--- config.mk ---
export PLATFORM = sky130hd
export DESIGN_NAME = alarm_ring_ctrl
export DESIGN_NICKNAME = d
export VERILOG_FILES = /design/src/rtl/alarm_ring_ctrl.sv
export SDC_FILE = /design/constraint.sdc
export NUM_CORES = 1
export LEC_CHECK = 0
export CORE_ASPECT_RATIO = 0.6
export CORE_MARGIN = 3
export CORE_UTILIZATION = 45
export DETAILED_ROUTE_END_ITERATION = 10
export GPL_TIMING_DRIVEN = 0
export PLACE_DENSITY_LB_ADDON = 0.08
export SLEW_MARGIN = 25
export SYNTH_ARGS = -nofsm -noshare
export SYNTH_HDL_FRONTEND = slang
export SYNTH_SLANG_ARGS = --single-unit
--- constraint.sdc ---
create_clock -name clk -period 2.99 [get_ports clk]
set_input_delay 0.4485 -clock clk [delete_from_list [all_inputs] [get_ports clk]]
set_output_delay 0.4485 -clock clk [all_outputs]
set_load 0.03 [all_outputs]
--- src/rtl/alarm_ring_ctrl.sv ---
// Alarm ringing sequencer: beeping ring, snooze re-arm, stop and auto-timeout, timed by sec_tick.
// Optional macro SNOOZE_LIMIT_EN caps snoozes per alarm event at MAX_SNOOZE.
module alarm_ring_ctrl #(
  parameter int SNOOZE_SEC       = 300,
  parameter int RING_TIMEOUT_SEC = 60,
  parameter int MAX_SNOOZE       = 3
) (
  input  logic       clk,
  input  logic       reset,
  input  logic       sec_tick,
  input  logic       alarm,
  input  logic       snooze_btn,
  input  logic       stop_btn,
  output logic       buzzer,
  output logic       ringing,
  output logic       snoozing,
  output logic [3:0] snooze_count,
  output logic       timed_out
);

  localparam int MAX_SEC = (SNOOZE_SEC > RING_TIMEOUT_SEC) ? SNOOZE_SEC : RING_TIMEOUT_SEC;
  localparam int CNT_W   = (MAX_SEC > 1) ? $clog2(MAX_SEC) : 1;
  localparam logic [CNT_W-1:0] RING_LAST = CNT_W'(RING_TIMEOUT_SEC - 1);
  localparam logic [CNT_W-1:0] SNZ_LAST  = CNT_W'(SNOOZE_SEC - 1);

  typedef enum logic [1:0] {IDLE, RING, SNOOZE} state_t;

  state_t           state_reg, state_next;
  logic [CNT_W-1:0] ring_sec_reg, ring_sec_next;
  logic [CNT_W-1:0] snz_sec_reg, snz_sec_next;
  logic             phase_reg, phase_next;
  logic [3:0]       snooze_count_reg, snooze_count_next;
  logic             timed_out_reg, timed_out_next;
  logic             buzzer_reg, ringing_reg, snoozing_reg;
  logic             alarm_q_reg, snooze_q_reg, stop_q_reg;
  logic             alarm_rise, snooze_rise, stop_rise, snooze_allowed;

  assign alarm_rise  = alarm & ~alarm_q_reg;
  assign snooze_rise = snooze_btn & ~snooze_q_reg;
  assign stop_rise   = stop_btn & ~stop_q_reg;

`ifdef SNOOZE_LIMIT_EN
  assign snooze_allowed = (snooze_count_reg != 4'(MAX_SNOOZE));
`else
  // Unlimited snoozes; the limit parameter only matters in the capped build.
  logic unused_max_snooze;
  assign unused_max_snooze = (MAX_SNOOZE == 0);
  assign snooze_allowed    = 1'b1;
`endif

  always_comb begin
    state_next        = state_reg;
    ring_sec_next     = ring_sec_reg;
    snz_sec_next      = snz_sec_reg;
    phase_next        = phase_reg;
    snooze_count_next = snooze_count_reg;
    timed_out_next    = 1'b0;
    case (state_reg)
      IDLE: begin
        if (alarm_rise) begin
          state_next        = RING;
          ring_sec_next     = '0;
          phase_next        = 1'b1;
          snooze_count_next = 4'd0;
        end
      end
      RING: begin
        if (stop_rise) begin
          state_next = IDLE;
        end else if (snooze_rise && snooze_allowed) begin
          state_next        = SNOOZE;
          snz_sec_next      = '0;
          snooze_count_next = (snooze_count_reg == 4'd15) ? 4'd15 : snooze_count_reg + 4'd1;
        end else if (sec_tick) begin
          if (ring_sec_reg == RING_LAST) begin
            state_next     = IDLE;
            timed_out_next = 1'b1;
          end else begin
            ring_sec_next = ring_sec_reg + 1'b1;
            phase_next    = ~phase_reg;
          end
        end
      end
      SNOOZE: begin
        if (stop_rise) begin
          state_next = IDLE;
        end else if (sec_tick) begin
          if (snz_sec_reg == SNZ_LAST) begin
            state_next    = RING;
            ring_sec_next = '0;
            phase_next    = 1'b1;
          end else begin
            snz_sec_next = snz_sec_reg + 1'b1;
          end
        end
      end
      default: state_next = IDLE;
    endcase
  end

  // Outputs are derived from next-state values so they move on the same edge as the state.
  always_ff @(posedge clk) begin
    if (reset) begin
      state_reg        <= IDLE;
      ring_sec_reg     <= '0;
      snz_sec_reg      <= '0;
      phase_reg        <= 1'b0;
      snooze_count_reg <= 4'd0;
      timed_out_reg    <= 1'b0;
      buzzer_reg       <= 1'b0;
      ringing_reg      <= 1'b0;
      snoozing_reg     <= 1'b0;
      alarm_q_reg      <= 1'b0;
      snooze_q_reg     <= 1'b0;
      stop_q_reg       <= 1'b0;
    end else begin
      state_reg        <= state_next;
      ring_sec_reg     <= ring_sec_next;
      snz_sec_reg      <= snz_sec_next;
      phase_reg        <= phase_next;
      snooze_count_reg <= snooze_count_next;
      timed_out_reg    <= timed_out_next;
      buzzer_reg       <= (state_next == RING) & phase_next;
      ringing_reg      <= (state_next == RING);
      snoozing_reg     <= (state_next == SNOOZE);
      alarm_q_reg      <= alarm;
      snooze_q_reg     <= snooze_btn;
      stop_q_reg       <= stop_btn;
    end
  end

  assign buzzer       = buzzer_reg;
  assign ringing      = ringing_reg;
  assign snoozing     = snoozing_reg;
  assign snooze_count = snooze_count_reg;
  assign timed_out    = timed_out_reg;

endmodule

# Word level (Yosys, flattened, before mapping)

Cells that the tools add are included.

Output and inout bits: 8
Bits in registers: 32
Bits of input ports: 6

Reductions and logical operators: 8
Multiplexer cells: 39
Add/sub/neg operators: 3
Bitwise gates (word level): 10
Equal/unequal tests: 17

Operators by type and width:

| cell                  | count |
|---|---|
| $mux W9               | 13 |
| $pmux W9 S3           | 1 |
| $ne A2 B2 Y1 const B  | 10 |
| $add A9 B1 Y9 const B | 2 |
| $pmux W9 S2           | 1 |
| $mux W2               | 8 |
| $mux W4               | 4 |
| $eq A9 B6 Y1 const B  | 1 |
| $eq A9 B9 Y1 const B  | 1 |
| $mux W1               | 9 |
| $reduce_and A9 Y1     | 1 |
| $pmux W4 S2           | 1 |
| $not A1 Y1            | 6 |
| $pmux W2 S3           | 1 |
| $reduce_and A6 Y1     | 1 |
| $reduce_or A5 Y1      | 1 |
| $add A4 B1 Y4 const B | 1 |
| $and A1 B1 Y1         | 4 |
| $eq A2 B1 Y1 const B  | 2 |
| $eq A2 B2 Y1 const B  | 2 |
| $eq A4 B4 Y1 const B  | 1 |
| $reduce_and A4 Y1     | 1 |
| $reduce_bool A2 Y1    | 2 |
| $pmux W1 S3           | 1 |
| other kinds (2)       | 2 |

# Logic depth before layout (Yosys ltp)

Depth in word-level cells: 8
Mapped depth: 7
Gate-level depth less buffers: 6

# Least setup slack after synthesis

Ideal clock, no wire load.

Path type: reg-to-reg
From: register snz_sec_reg[6]
To: register ring_sec_reg[8]
Path buffers: 1
Arrival time: 1.983 ns
Period minus slack after synthesis: 2.113 ns
Slack: 0.877 ns
Cell stages (with the launch flop): 7
Cells stage by stage: dfxtp_1 or4b_4 nor4b_4 o22ai_2 buf_6 o41ai_1 a21oi_1

Longest elaborated chain between the ends: 3

RTL lines:

| what                        | RTL line | text |
|---|---|---|
| start, declared             | 30       | `logic [CNT_W-1:0] snz_sec_reg, snz_sec_next;` |
| start signal, assigned      | 119      | `snz_sec_reg <= snz_sec_next;` |
| $eq A9 B9 Y1                | 88       | `if (snz_sec_reg == SNZ_LAST) begin` |
| $ne A2 B2 Y1 (no line)      | --       |  |
| $reduce_and A9 Y1 (no line) | --       |  |
| end signal, assigned        | 118      | `ring_sec_reg <= ring_sec_next;` |
| end, declared               | 29       | `logic [CNT_W-1:0] ring_sec_reg, ring_sec_next;` |

Every way passes these cells.
A chain may end at the register's enable or synchronous reset.

# Worst setup path after layout

From: input snooze_btn
To: register ring_sec_reg[8]

Longest elaborated chain between the ends: 3

RTL lines:

| what                        | RTL line | text |
|---|---|---|
| start, declared             | 12       | `input logic snooze_btn,` |
| $and A1 B1 Y1               | 39       | `assign snooze_rise = snooze_btn & ~snooze_q_reg;` |
| $ne A2 B2 Y1 (no line)      | --       |  |
| $reduce_and A9 Y1 (no line) | --       |  |

Every way passes these cells.

==> flow_summary_export.csv <==
group,metric,value,unit
global_routing,grt_pass1_wl,6380,um
placement,io_buffers,12,
power_and_ir_drop,max-vdd-ir-drop,354,uV
placement,dp_cells,244,
layout,area_growth,17.2,%
placement,gp_routability_congestion,0.789,
worst_hold_path,hp-class,"flop to flop",
synth,synthArstFlopShare,0,%
clock_tree,holdBufCountCts,0,
routing,drt_first_pass_iters,4,
clock_tree,clk_latency,290,ps
die,core,3320,um^2
setup_path,regToRegSetupSlack,600,ps
layout,final_common_cell,"dfxtp_1",
die,die_h,52.1,um
routing,routed_via_density,5.79,
timing,slew_headroom,58.3,%
global_routing,grt_pass1_vias,1397,
setup_path,r2r_cells,6,
global_routing,grt_use_total,18.8,%
synth,synth_cell_types,42,
routing,wirelength,3720,um
routing,ant_nets,0,
timing,rsz0062_at_grt,"no",
clock_tree,post_cts_resized,0,
synth,postSynthAreaPerCell,8.54,um^2
setup_path,worst_ep_required_time,3150,ps
clock_tree,postCtsSetupBuffers,0,
setup_path,slowest_stage,"nor3_1",
power_and_ir_drop,p_leak,0.000596,uW
synth,synth_edf_count,0,
layout,fin_cells,252,
setup_path,cp-startpoint,"snooze_btn",
setup_path,path_class,"input pin to flop",
setup_path,path_cells,"clkdlybuf4s50_1, nor2b_1, nor3_1, a2bb2oi_1, clkbuf_1, o41ai_1, a21oi_1",
power_and_ir_drop,p_total,883,uW
timing,timing.setup.tns,0,ps
setup_path,crit_buf_inv,2,
timing,hold_viol_final,0,
worst_hold_path,whs_path_depth,2,
outcome,outcome,"completed",
setup_path,crit_fanout,10,
synth,syn_inst,187,
layout,layout_common_cells,"dfxtp_1 (32), a21oi_1 (22), nand2_1 (14), nor2_1 (14), clkdlybuf4s50_1 (12)",
setup_path,crit_cells,7,
setup_path,start_kind,"input pin",
routing,wl_per_cell,14.8,um
synth,synth_area,1600,um^2
timing,drv_slew,0,
die,die_x,82.9,um
routing,drt_iter0_drc,132,
flow_run,maxCapViolCount,0,
synth,synthFlopType,"dfxtp_1",
timing,clock_skew,4.43,ps
timing,setup_viol,0,
timing,fmax,393,MHz
clock_tree,cts-root-buf,"clkbuf_8",
setup_path,slowest_delay,550,ps
setup_path,arrival,2700,ps
clock_tree,clock-sinks,32,
setup_path,timing.rr.start,"snz_sec_reg[6]",
synth,syn_nets,196,
die,dieArea,4320,um^2
routing,drc,0,
setup_path,critPathCapture,"ring_sec_reg[8]",
layout,nNetsFinal,215,
clock_tree,path_clk_slew,70,ps
clock_tree,numCtsBuffers,5,
global_routing,grt_max_degree,12,
layout,drive_above_1_share,8.21,%
die,start_util,48.0,%
clock_tree,clk_path_buf_depth,2,
global_routing,antenna_found_initial,0,
setup_path,path_delay_family,"compound AO/OA/AOI/OAI gates",
routing,vias,1458,
timing,hold_ws,492,ps
synth,ys_seq_area_share,40.1,%
timing,layout_min_cycle_time,2540,ps
synth,yosysWarnings,0,
global_routing,grt_overflow,0,
timing,period_share,85.1,%
setup_path,end_kind,"flop",
timing,worstMarginPinSlew,620,ps
die,pin_count,14,
setup_path,reg2reg_to,"ring_sec_reg[8]",
layout,diodes,0,
clock_tree,tritoncts,"built",
die,row_count,16,
placement,dp_hpwl,2760,um
clock_tree,htreeDepth,2,
power_and_ir_drop,power.density,472,nW/um^2
synth,synth_seq_cells,32,
-- worst min-delay path, stage by stage (launching register included) --
cell and delay [ps]:
dfxtp_1 340, nand2_1 60, a21oi_1 50
-- logic make-up (layout without fill, tap and decap cells) --
group | after synthesis | after routing | synth area share (%)
adder cells (fa/ha/maj) | 3 | 3 | 2.35
AO/OA/AOI/OAI | 56 | 56 | 23.3
buffers and inverters | 13 | 33 | 3.53
XOR/XNOR | 5 | 5 | 2.74
flip-flops | 32 | 32 | 40.1
AND/OR/NAND/NOR | 78 | 78 | 28.0
-- worst min-delay path by stage --
stage | start | end
3_3_place_gp | ring_sec_reg[8] | ring_sec_reg[8]
4_1_cts | ring_sec_reg[8] | ring_sec_reg[8]
5_1_grt | ring_sec_reg[8] | ring_sec_reg[8]
3_5_place_dp | ring_sec_reg[8] | ring_sec_reg[8]
6_report | snz_sec_reg[1] | snz_sec_reg[1]
2_1_floorplan | ring_sec_reg[8] | ring_sec_reg[8]
-- through the flow --
step / cell area (um^2) / setup slack (ps) / util (%)
2_1_floorplan: 1600 / 877 / -
3_3_place_gp: 1770 / 226 / 53.4
3_5_place_dp: 1770 / 210 / 53.4
4_1_cts: 1870 / 500 / 56.3
5_1_grt: 1870 / 203 / 56.3
6_report: 1870 / 447 / 56.3
-- Yosys cell counts (all sizes together) (2+ instances only) --
| cell type | n | area share, % |
|---|---|---|
| o31ai | 6 | 2.8 |
| a21oi | 22 | 6.9 |
| o21ai | 7 | 2.2 |
| nand4 | 3 | 1.2 |
| dfxtp | 32 | 40 |
| a2111oi | 2 | 1.1 |
| nand4b | 2 | 1.1 |
| or3 | 3 | 1.2 |
| or4 | 8 | 3.8 |
| nor3b | 2 | 0.94 |
| nand2 | 14 | 3.3 |
| nand2b | 3 | 1.2 |
| nor2b | 8 | 3.1 |
| o41ai | 2 | 1.1 |
| a221oi | 3 | 1.6 |
| nor2 | 14 | 3.3 |
| xnor2 | 4 | 2.2 |
| a21o | 2 | 0.94 |
| a211oi | 3 | 1.4 |
| nand3 | 10 | 3.1 |
| ha | 3 | 2.4 |
| inv | 6 | 1.4 |
| or2 | 2 | 0.78 |
| nor3 | 4 | 1.3 |
| o21a | 2 | 1.0 |
| clkbuf | 6 | 1.4 |
-- final cells by class --
class                      count  area (um^2)
buffer                         7         33.8
clock buffer                   6         82.6
clock inverter                 2         15.0
fill                         310         1450
inverter                       6         22.5
multi-input combinational    142          900
sequential                    32          641
tap                           45         56.3
timing repair buffer          12          120
-- layer usage --
metal / global-route usage (%) / up-vias / wire (um)
met1: 27.3 / 676 / 2140
met3: 5.54 / 9 / 201
met2: 25.4 / 38 / 1330
met4: 7.88 / 0 / 54
li1: - / 735 / -
met5: 0 / - / 0
-- report_power, final --
part / switching (uW) / total [uW] / internal, uW / leakage (uW)
combinational: 54.2 / 87.3 / 33.1 / 0.000293
clock: 168 / 355 / 186 / 0.0000434
sequential: 6.06 / 442 / 435 / 0.000260
total: 229 / 883 / 655 / 0.000596
Power figures use the tool's default switching activity.
